==> config.mk <==
export PLATFORM = sky130hd
export DESIGN_NAME = cpu_ctrl_seq
export DESIGN_NICKNAME = d
export VERILOG_FILES = /design/src/rtl/cpu_pkg.sv /design/src/rtl/cpu_ctrl_phase_cnt.sv /design/src/rtl/cpu_ctrl_seq.sv
export SDC_FILE = /design/constraint.sdc
export NUM_CORES = 1
export LEC_CHECK = 0
export ABC_AREA = 0
export CORE_AREA = 2 2 39 41
export CTS_CLUSTER_SIZE = 10
export DETAILED_ROUTE_END_ITERATION = 8
export DIE_AREA = 0 0 41 43
export SKIP_CTS_REPAIR_TIMING = 1
export SYNTH_ARGS = -nofsm -noshare
export SYNTH_HDL_FRONTEND = slang
export SYNTH_SLANG_ARGS = --single-unit
==> constraint.sdc <==
create_clock -name clk -period 2.7 [get_ports clk]
set_input_delay 0.81 -clock clk [delete_from_list [all_inputs] [get_ports clk]]
set_output_delay 0.81 -clock clk [all_outputs]
set_load 0.01 [all_outputs]
==> src/rtl/cpu_pkg.sv <==
// Shared definitions for the accumulator CPU: opcodes, instruction phases,
// and the ALU-operation classifier used by the sequencer and the ALU.
package cpu_pkg;

  localparam int PHASES = 8;

  typedef enum logic [2:0] {
    HLT = 3'd0,
    SKZ = 3'd1,
    ADD = 3'd2,
    AND = 3'd3,
    XOR = 3'd4,
    LDA = 3'd5,
    STO = 3'd6,
    JMP = 3'd7
  } opcode_e;

  typedef enum logic [2:0] {
    INST_ADDR  = 3'd0,
    INST_FETCH = 3'd1,
    INST_LOAD  = 3'd2,
    IDLE       = 3'd3,
    OP_ADDR    = 3'd4,
    OP_FETCH   = 3'd5,
    ALU_OP     = 3'd6,
    STORE      = 3'd7
  } phase_e;

  // Opcodes that read an operand from memory and write the accumulator.
  function automatic logic is_aluop(opcode_e op);
    case (op)
      ADD, AND, XOR, LDA: return 1'b1;
      default:            return 1'b0;
    endcase
  endfunction

endpackage

==> src/rtl/cpu_ctrl_phase_cnt.sv <==
// 3-bit instruction phase counter. Advances when enabled and not held,
// wrapping 7 -> 0 naturally; synchronous reset returns it to phase 0.
module cpu_ctrl_phase_cnt (
  input  logic       clk,
  input  logic       rst,
  input  logic       ena,
  input  logic       hold,
  output logic [2:0] phase
);

  logic [2:0] phase_q;
  logic [2:0] phase_d;

  // Next phase: step by one unless frozen by ena or hold.
  always_comb begin
    phase_d = phase_q;
    if (ena && !hold) begin
      phase_d = phase_q + 3'd1;
    end
  end

  // Phase register with synchronous reset.
  always_ff @(posedge clk) begin
    if (rst) begin
      phase_q <= 3'd0;
    end else begin
      phase_q <= phase_d;
    end
  end

  assign phase = phase_q;

endmodule

==> src/rtl/cpu_ctrl_seq.sv <==
// 8-phase instruction sequencer for the accumulator CPU.
// Decodes (phase, opcode, zero) into memory/IR/PC/accumulator strobes and
// keeps a sticky halted flag. Optional single-step mode is enabled by
// defining CPU_CTRL_SINGLE_STEP_EN, which adds the step input.
module cpu_ctrl_seq
  import cpu_pkg::*;
(
  input  logic       clk,
  input  logic       rst,
  input  logic       ena,
`ifdef CPU_CTRL_SINGLE_STEP_EN
  input  logic       step,
`endif
  input  logic [2:0] opcode,
  input  logic       zero,
  output logic       mem_rd,
  output logic       load_ir,
  output logic       halt,
  output logic       inc_pc,
  output logic       load_ac,
  output logic       load_pc,
  output logic       mem_wr,
  output logic [2:0] phase
);

  opcode_e    op;
  phase_e     ph;
  logic [2:0] cnt_phase;
  logic       aluop;
  logic       hlt_now;
  logic       cnt_hold;
  logic       gate;
  logic       halted_q;
  logic       halted_d;

  assign op      = opcode_e'(opcode);
  assign ph      = phase_e'(cnt_phase);
  assign aluop   = is_aluop(op);
  // HLT is recognised in the operand-address phase; the counter must not
  // advance on that same edge so that the halted phase reads back as 4.
  assign hlt_now = (ph == OP_ADDR) && (op == HLT);

`ifdef CPU_CTRL_SINGLE_STEP_EN
  logic parked_q;
  logic parked_d;
  logic wrap;

  assign cnt_hold = halted_q || hlt_now || parked_q;
  assign wrap     = ena && !cnt_hold && (ph == STORE);
  assign gate     = halted_q || parked_q;

  // Park in INST_ADDR after each instruction unless step keeps us running.
  always_comb begin
    parked_d = parked_q;
    if (parked_q && ena && step) begin
      parked_d = 1'b0;
    end else if (wrap && !step) begin
      parked_d = 1'b1;
    end
  end

  // Parked flag register.
  always_ff @(posedge clk) begin
    if (rst) begin
      parked_q <= 1'b0;
    end else begin
      parked_q <= parked_d;
    end
  end
`else
  assign cnt_hold = halted_q || hlt_now;
  assign gate     = halted_q;
`endif

  cpu_ctrl_phase_cnt u_phase_cnt (
    .clk   (clk),
    .rst   (rst),
    .ena   (ena),
    .hold  (cnt_hold),
    .phase (cnt_phase)
  );

  // Halted flag becomes sticky once HLT is seen with the sequencer enabled.
  always_comb begin
    halted_d = halted_q;
    if (ena && hlt_now) begin
      halted_d = 1'b1;
    end
  end

  // Halted flag register; only reset clears it.
  always_ff @(posedge clk) begin
    if (rst) begin
      halted_q <= 1'b0;
    end else begin
      halted_q <= halted_d;
    end
  end

  // Strobe decode; everything is forced low during reset and while halted.
  always_comb begin
    mem_rd  = 1'b0;
    load_ir = 1'b0;
    inc_pc  = 1'b0;
    load_ac = 1'b0;
    load_pc = 1'b0;
    mem_wr  = 1'b0;
    halt    = !rst && (halted_q || hlt_now);
    if (!rst && !gate) begin
      case (ph)
        INST_FETCH: begin
          mem_rd = 1'b1;
        end
        INST_LOAD, IDLE: begin
          mem_rd  = 1'b1;
          load_ir = 1'b1;
        end
        OP_ADDR: begin
          inc_pc = 1'b1;
        end
        OP_FETCH: begin
          mem_rd = aluop;
        end
        ALU_OP: begin
          mem_rd  = aluop;
          load_ac = aluop;
          inc_pc  = (op == SKZ) && zero;
          load_pc = (op == JMP);
        end
        STORE: begin
          mem_rd  = aluop;
          load_ac = aluop;
          inc_pc  = (op == JMP);
          load_pc = (op == JMP);
          mem_wr  = (op == STO);
        end
        default: begin
          mem_rd = 1'b0;
        end
      endcase
    end
  end

  assign phase = cnt_phase;

endmodule

==> results of run 1 <==
-- routing by layer --
layer | up-vias | part of all wire, %
met5 | - | 0
met4 | 0 | 0
met3 | 0 | 6.6
met2 | 15 | 50
met1 | 200 | 43
li1 | 222 | -
-- how the worst min path moves through the flow --
stage                                                    to  cells past startpoint                               from
after CTS                 u_phase_cnt.phase[1]$_SDFFE_PP0P_                      2  u_phase_cnt.phase[1]$_SDFFE_PP0P_
final                     u_phase_cnt.phase[1]$_SDFFE_PP0P_                      2  u_phase_cnt.phase[1]$_SDFFE_PP0P_
after floorplan                           gate$_SDFFE_PP0P_                      2                  gate$_SDFFE_PP0P_
after global routing      u_phase_cnt.phase[1]$_SDFFE_PP0P_                      2  u_phase_cnt.phase[1]$_SDFFE_PP0P_
after global placement    u_phase_cnt.phase[1]$_SDFFE_PP0P_                      2  u_phase_cnt.phase[1]$_SDFFE_PP0P_
after detailed placement  u_phase_cnt.phase[1]$_SDFFE_PP0P_                      2  u_phase_cnt.phase[1]$_SDFFE_PP0P_
-- registers in the layout, summed over array words and instances, names as in the netlist --
name / count
u_phase_cnt.phase: 3
gate: 1
-- power by group through the flow --
stage               clock network (mW)  logic [mW]  registers, mW
floorplan                            0      0.0387         0.0707
global placement                     0      0.0749         0.0707
detailed placement                   0      0.0752         0.0709
CTS                             0.0763      0.0757         0.0699
global route                    0.0811      0.0837         0.0711
finish                          0.0734      0.0768         0.0700
-- stage by stage --
stage	cell area, sq um	total power, mW
floorplan	405	0.109
global placement	607	0.146
detailed placement	607	0.146
CTS	629	0.222
global route	659	0.236
finish	659	0.220
-- cells in the final DEF, fill, tap and decap left out --
| cell type | instances |
|---|---|
| nor2_1 | 8 |
| mux2i_1 | 1 |
| buf_2 | 2 |
| o31a_2 | 1 |
| clkbuf_4 | 3 |
| clkbuf_2 | 1 |
| a21o_1 | 1 |
| nor3_2 | 1 |
| nor2_4 | 1 |
| dlymetal6s2s_1 | 6 |
| nor4_1 | 1 |
| ha_1 | 6 |
| a211oi_1 | 2 |
| clkdlybuf4s50_1 | 7 |
| dfxtp_1 | 4 |
| xnor2_2 | 1 |
| a21oi_1 | 2 |
| nand2_1 | 2 |
| a31oi_1 | 1 |
| o21ai_1 | 1 |
| nand2b_1 | 2 |
| o21ai_0 | 1 |
| inv_1 | 5 |
| mux2_4 | 1 |
| a311oi_4 | 1 |
| nor3_1 | 1 |
| o31a_1 | 1 |
| nand3_1 | 4 |
| buf_4 | 6 |
-- cell families after synthesis --
family	Yosys count
buffers and inverters	7
AOI/OAI and AO/OA	11
muxes	2
adders and majority gates	6
xor gates and xnor gates	1
and+or+nand+nor	20
DFF	4
-- final cells by class --
class | instances | area share (%)
clock buffer | 3 | 3.42
inverter | 5 | 2.85
multi-input combinational | 40 | 47.4
timing repair buffer | 22 | 31.1
sequential | 4 | 12.1
tap | 16 | 3.04
-- worst max-delay path: cells and delay by family --
kind                   cells  cell delay, ns
buffers and inverters      2            1.00
AOI/OAI and AO/OA          1            0.14
and+or+nand+nor            1            0.15
==> qor.yml, run 1 <==
power:
  pwr-share-comb_pct: 34.9
  swShare_pct: 29.8
  switchingPower_uw: 65.5
  power.density_cell_area_mw_per_mm2: 334
  ir_drop_mv: 0.196
  internal_power_uw: 155
  pwr-share-seq_pct: 31.8
  power_leakage_nw: 0.361
  pwr-share-clk_pct: 33.3
yosys:
  synth_xor_area_share_pct: 2.16
  synth-seq-area-share_pct: 19.8
  synth_warnings: 0
  synth_common_cells: "nor2_1, ha_1, inv_1, dfxtp_1, nand3_1"
  synth_area_leaders: "dfxtp_1, ha_1, nor2_1"
  synth_compound_area_share_pct: 23.1
  synthArstFlopShare_pct: 0
  ys_ff_latch: 4
  syn_avg_cell_area_sq_um: 7.95
  synth_top_area_share_pct: 19.8
  syn_area_sq_um: 405
  synth-simple-area-share_pct: 23.5
  synth_nets: 64
  post_synth_num_cell_types: 24
  muxShareOfSynthArea_pct: 6.17
  synth_edf_count: 0
  yosysMostFrequentCell: "nor2_1"
  synthFlopType: "dfxtp_1"
  synth.largest_area_cell: "dfxtp_1"
  syn_inst: 51
  synth_top_family_by_area: "simple AND/OR/NAND/NOR gates"
  synth_adder_area_share_pct: 18.5
run_status:
  status: "finished with violations"
  violations: "setup timing"
sta:
  maxSlewHeadroom_pct: 78.1
  setup_violations: 1
  tightest_slew_ns: 0.329
  max_freq_mhz: 343
  drv_slew: 0
  fin_crit_ns: 2.92
  finalClockSkew_ns: 0.00594
  post-route-period-util_pct: 108
  hold_viol: 0
  tns_ns: -0.218
  fin_hold_ws_ns: 0.526
  rsz0062_at_grt: "yes"
  layout_setup_ws_ns: -0.218
setup_path:
  critPathKind: "in -> out"
  reg2regPathDepth: 4
  crit_chain: "clkdlybuf4s50_1, nor2_4, o31a_1, clkdlybuf4s50_1"
  crit_required_ns: 1.89
  ff2ff_setup_slack_ns: 1.07
  r2r-end: "u_phase_cnt.phase[0]$_SDFFE_PP0P_"
  end_kind: "output pin"
  path_common_cell: "clkdlybuf4s50_1"
  crit_end: "mem_rd"
  critical_path.max_stage_delay_ns: 0.52
  worstSetupStartpointType: "input port"
  worst_path_max_delay_cell: "clkdlybuf4s50_1"
  cp-startpoint: "rst"
  cp_max_fo: 4
  r2r-start: "u_phase_cnt.phase[0]$_SDFFE_PP0P_"
  worstPathArrival_ns: 2.11
layout:
  area_growth_pct: 62.7
  multi_input_area_sq_um: 313
  regArea_sq_um: 80.1
  utilization_pct: 47.6
  nets: 89
  drive_gt1_share_pct: 24.3
  fillCellCount: 142
  instances_no_fill: 90
  antenna_cells: 0
floorplanning:
  fp.coreArea_sq_mm: 0.00138
  initial_utilization_pct: 29.3
  die_h_um: 43
  die_x_um: 41
  pin_count: 17
  rows: 14
  fp.dieArea_sq_mm: 0.00176
detailed_routing:
  firstDrtPassIters: 4
  drtIter0Drc: 6
  ant_nets: 0
  num_vias: 437
  vias_per_cell: 4.86
  avgRoutedWirePerCell_um: 11.1
  drc_errors: 0
  routed_wl_um: 999
global_routing:
  grt_overflow: 0
  top_usage_layer: "met2"
  grt_max_degree: 10
  antenna_found_initial: 0
  grt_pass1_wl_mm: 1.52
  grt_pass1_vias: 393
  use_met2_pct: 20.0
  grtUsageMet1_pct: 15.4
  grtUsageMet3_pct: 3.14
  track_usage_pct: 12.4
clock_tree:
  root_buffer: "clkbuf_4"
  clock_sinks: 4
  clkTransAtPathRegs_ns: 0.03
  cts_tree: "built"
  cts_inserted_buffers: 3
  htree_levels: 1
  clkLatencyLatePin_ns: 0.23
  cts_buffer_depth: 2
flow_run:
  maxCapViolCount: 0
placed_design:
  place_inst: 85
  dpl_worst_slack_ns: -0.492
  port_buffers: 16
  place.gp.congestion: 0.655
  place.detailed.hpwl_um: 751
hold_path:
  hold_path_class: "reg -> reg"
Note: power is estimated with default switching activity, not from simulation.
==> inputs of run 2 (changes only) <==
==> constraint.sdc (replaced) <==
create_clock -name clk -period 2.7 [get_ports clk]
set_input_delay 0.54 -clock clk [delete_from_list [all_inputs] [get_ports clk]]
set_output_delay 0.54 -clock clk [all_outputs]
set_load 0.01 [all_outputs]
==> qor.yml, run 2 (synthesis gave the netlist of run 1 again) <==
clock_tree:
  root_buffer: "clkbuf_4"
  cts_inserted_buffers: 3
  clkTransAtPathRegs_ns: 0.04
  cts_buffer_depth: 2
  clock_sinks: 4
  clkLatencyLatePin_ns: 0.24
  cts_tree: "built"
  htree_levels: 1
layout:
  fillCellCount: 140
  drive_gt1_share_pct: 15.7
  final_cell_mix: "clkdlybuf4s50_1, nor2_1, ha_1, inv_1, nand3_1"
  fin_area_sq_um: 628
  layout_commonest_cell: "clkdlybuf4s50_1"
  instances_no_fill: 86
  nets: 85
  largest_reg_flops: 3
  antenna_cells: 0
  area_growth_pct: 54.9
setup_path:
  cp_max_fo: 4
  critPathKind: "in -> out"
  critical_path.max_stage_delay_ns: 0.53
  worstPathArrival_ns: 2.06
  worstSetupStartpointType: "input port"
  ff2ff_setup_slack_ns: 1.15
  crit_required_ns: 2.16
  path_buf_inv: 2
  path_common_cell: "clkdlybuf4s50_1"
  end_kind: "output pin"
  crit_chain: "clkdlybuf4s50_1, nor3_2, a31oi_1, nor2_1, clkdlybuf4s50_1"
  crit_family: "buffers and inverters"
  worst_path_max_delay_cell: "clkdlybuf4s50_1"
placed_design:
  place.gp.congestion: 0.660
  place.detailed.hpwl_um: 768
  placed_area_sq_um: 592
  port_buffers: 16
  place_inst: 83
global_routing:
  track_usage_pct: 13.0
  grt_pass1_wl_mm: 1.54
  grt_overflow: 0
  grt_max_degree: 12
  grt_pass1_vias: 349
  antenna_found_initial: 0
power:
  power_leakage_nw: 0.271
  power_uw: 221
  ir_drop_mv: 0.192
  power.density_cell_area_mw_per_mm2: 351
run_status:
  status: "finished, final reports clean"
detailed_routing:
  drc_errors: 0
  avgRoutedWirePerCell_um: 11.4
  num_vias: 402
  vias_per_cell: 4.67
  routed_wl_um: 982
  ant_nets: 0
  firstDrtPassIters: 3
  drtIter0Drc: 2
sta:
  rsz0062_at_grt: "no"
  hold_viol: 0
  tns_ns: 0
  tightest_slew_ns: 0.410
  setup_violations: 0
  finalClockSkew_ns: 0.00633
  drv_slew: 0
  post-route-period-util_pct: 96.4
  fin_hold_ws_ns: 0.534
  max_freq_mhz: 384
  fin_crit_ns: 2.60
  maxSlewHeadroom_pct: 72.7
floorplanning:
  die_h_um: 43
  rows: 14
  die_x_um: 41
  initial_utilization_pct: 29.3
  fp.dieArea_sq_mm: 0.00176
  pin_count: 17
  fp.coreArea_sq_mm: 0.00138
hold_path:
  hold_path_class: "reg -> reg"
flow_run:
  maxCapViolCount: 0
-- run 2: worst paths after layout --
path / from / endpoint / cells after the start
max: opcode[0] / halt / 5
min reg2reg: u_phase_cnt.phase[1]$_SDFFE_PP0P_ / u_phase_cnt.phase[1]$_SDFFE_PP0P_ / 2
min: u_phase_cnt.phase[1]$_SDFFE_PP0P_ / u_phase_cnt.phase[1]$_SDFFE_PP0P_ / 2
max reg2reg: u_phase_cnt.phase[1]$_SDFFE_PP0P_ / u_phase_cnt.phase[0]$_SDFFE_PP0P_ / 4
-- run 2: cell type report --
class	instances	area, sq um	share of cell area [%]
clock buffers	3	22.5	3.59
flip-flops and latches	4	81.3	12.9
well taps	16	20.0	3.19
inverters	5	18.8	2.99
repair buffers	18	180	28.7
multi-input cells	40	305	48.6
-- run 2: where the power goes --
part           total (mW)  leakage (nW)  internal [mW]  switching (mW)
logic              0.0722         0.224         0.0392          0.0331
clock network      0.0764        0.0138         0.0499          0.0266
registers          0.0719        0.0331         0.0639         0.00801
-- run 2: layer usage --
layer	global-route usage, %	routed length (um)	up-vias	part of all wire, %
li1	-	-	215	-
met1	16.7	458	172	47
met2	18.8	463	15	47
met3	6.28	59	0	6.0
met4	4.00	0	0	0
met5	0	0	-	0
-- run 2: worst min-delay path, stage by stage (launching register included) --
cell and delay, ns:
dfxtp_1 0.34, nand2b_1 0.08, mux2i_1 0.05
-- run 2: metrics by stage --
stage	setup slack, ns	util, %
CTS	0.0359	44.4
global route	0.00675	45.4
global placement	0.0340	42.8
finish	0.0974	45.4
floorplan	0.895	-
detailed placement	0.0407	42.8
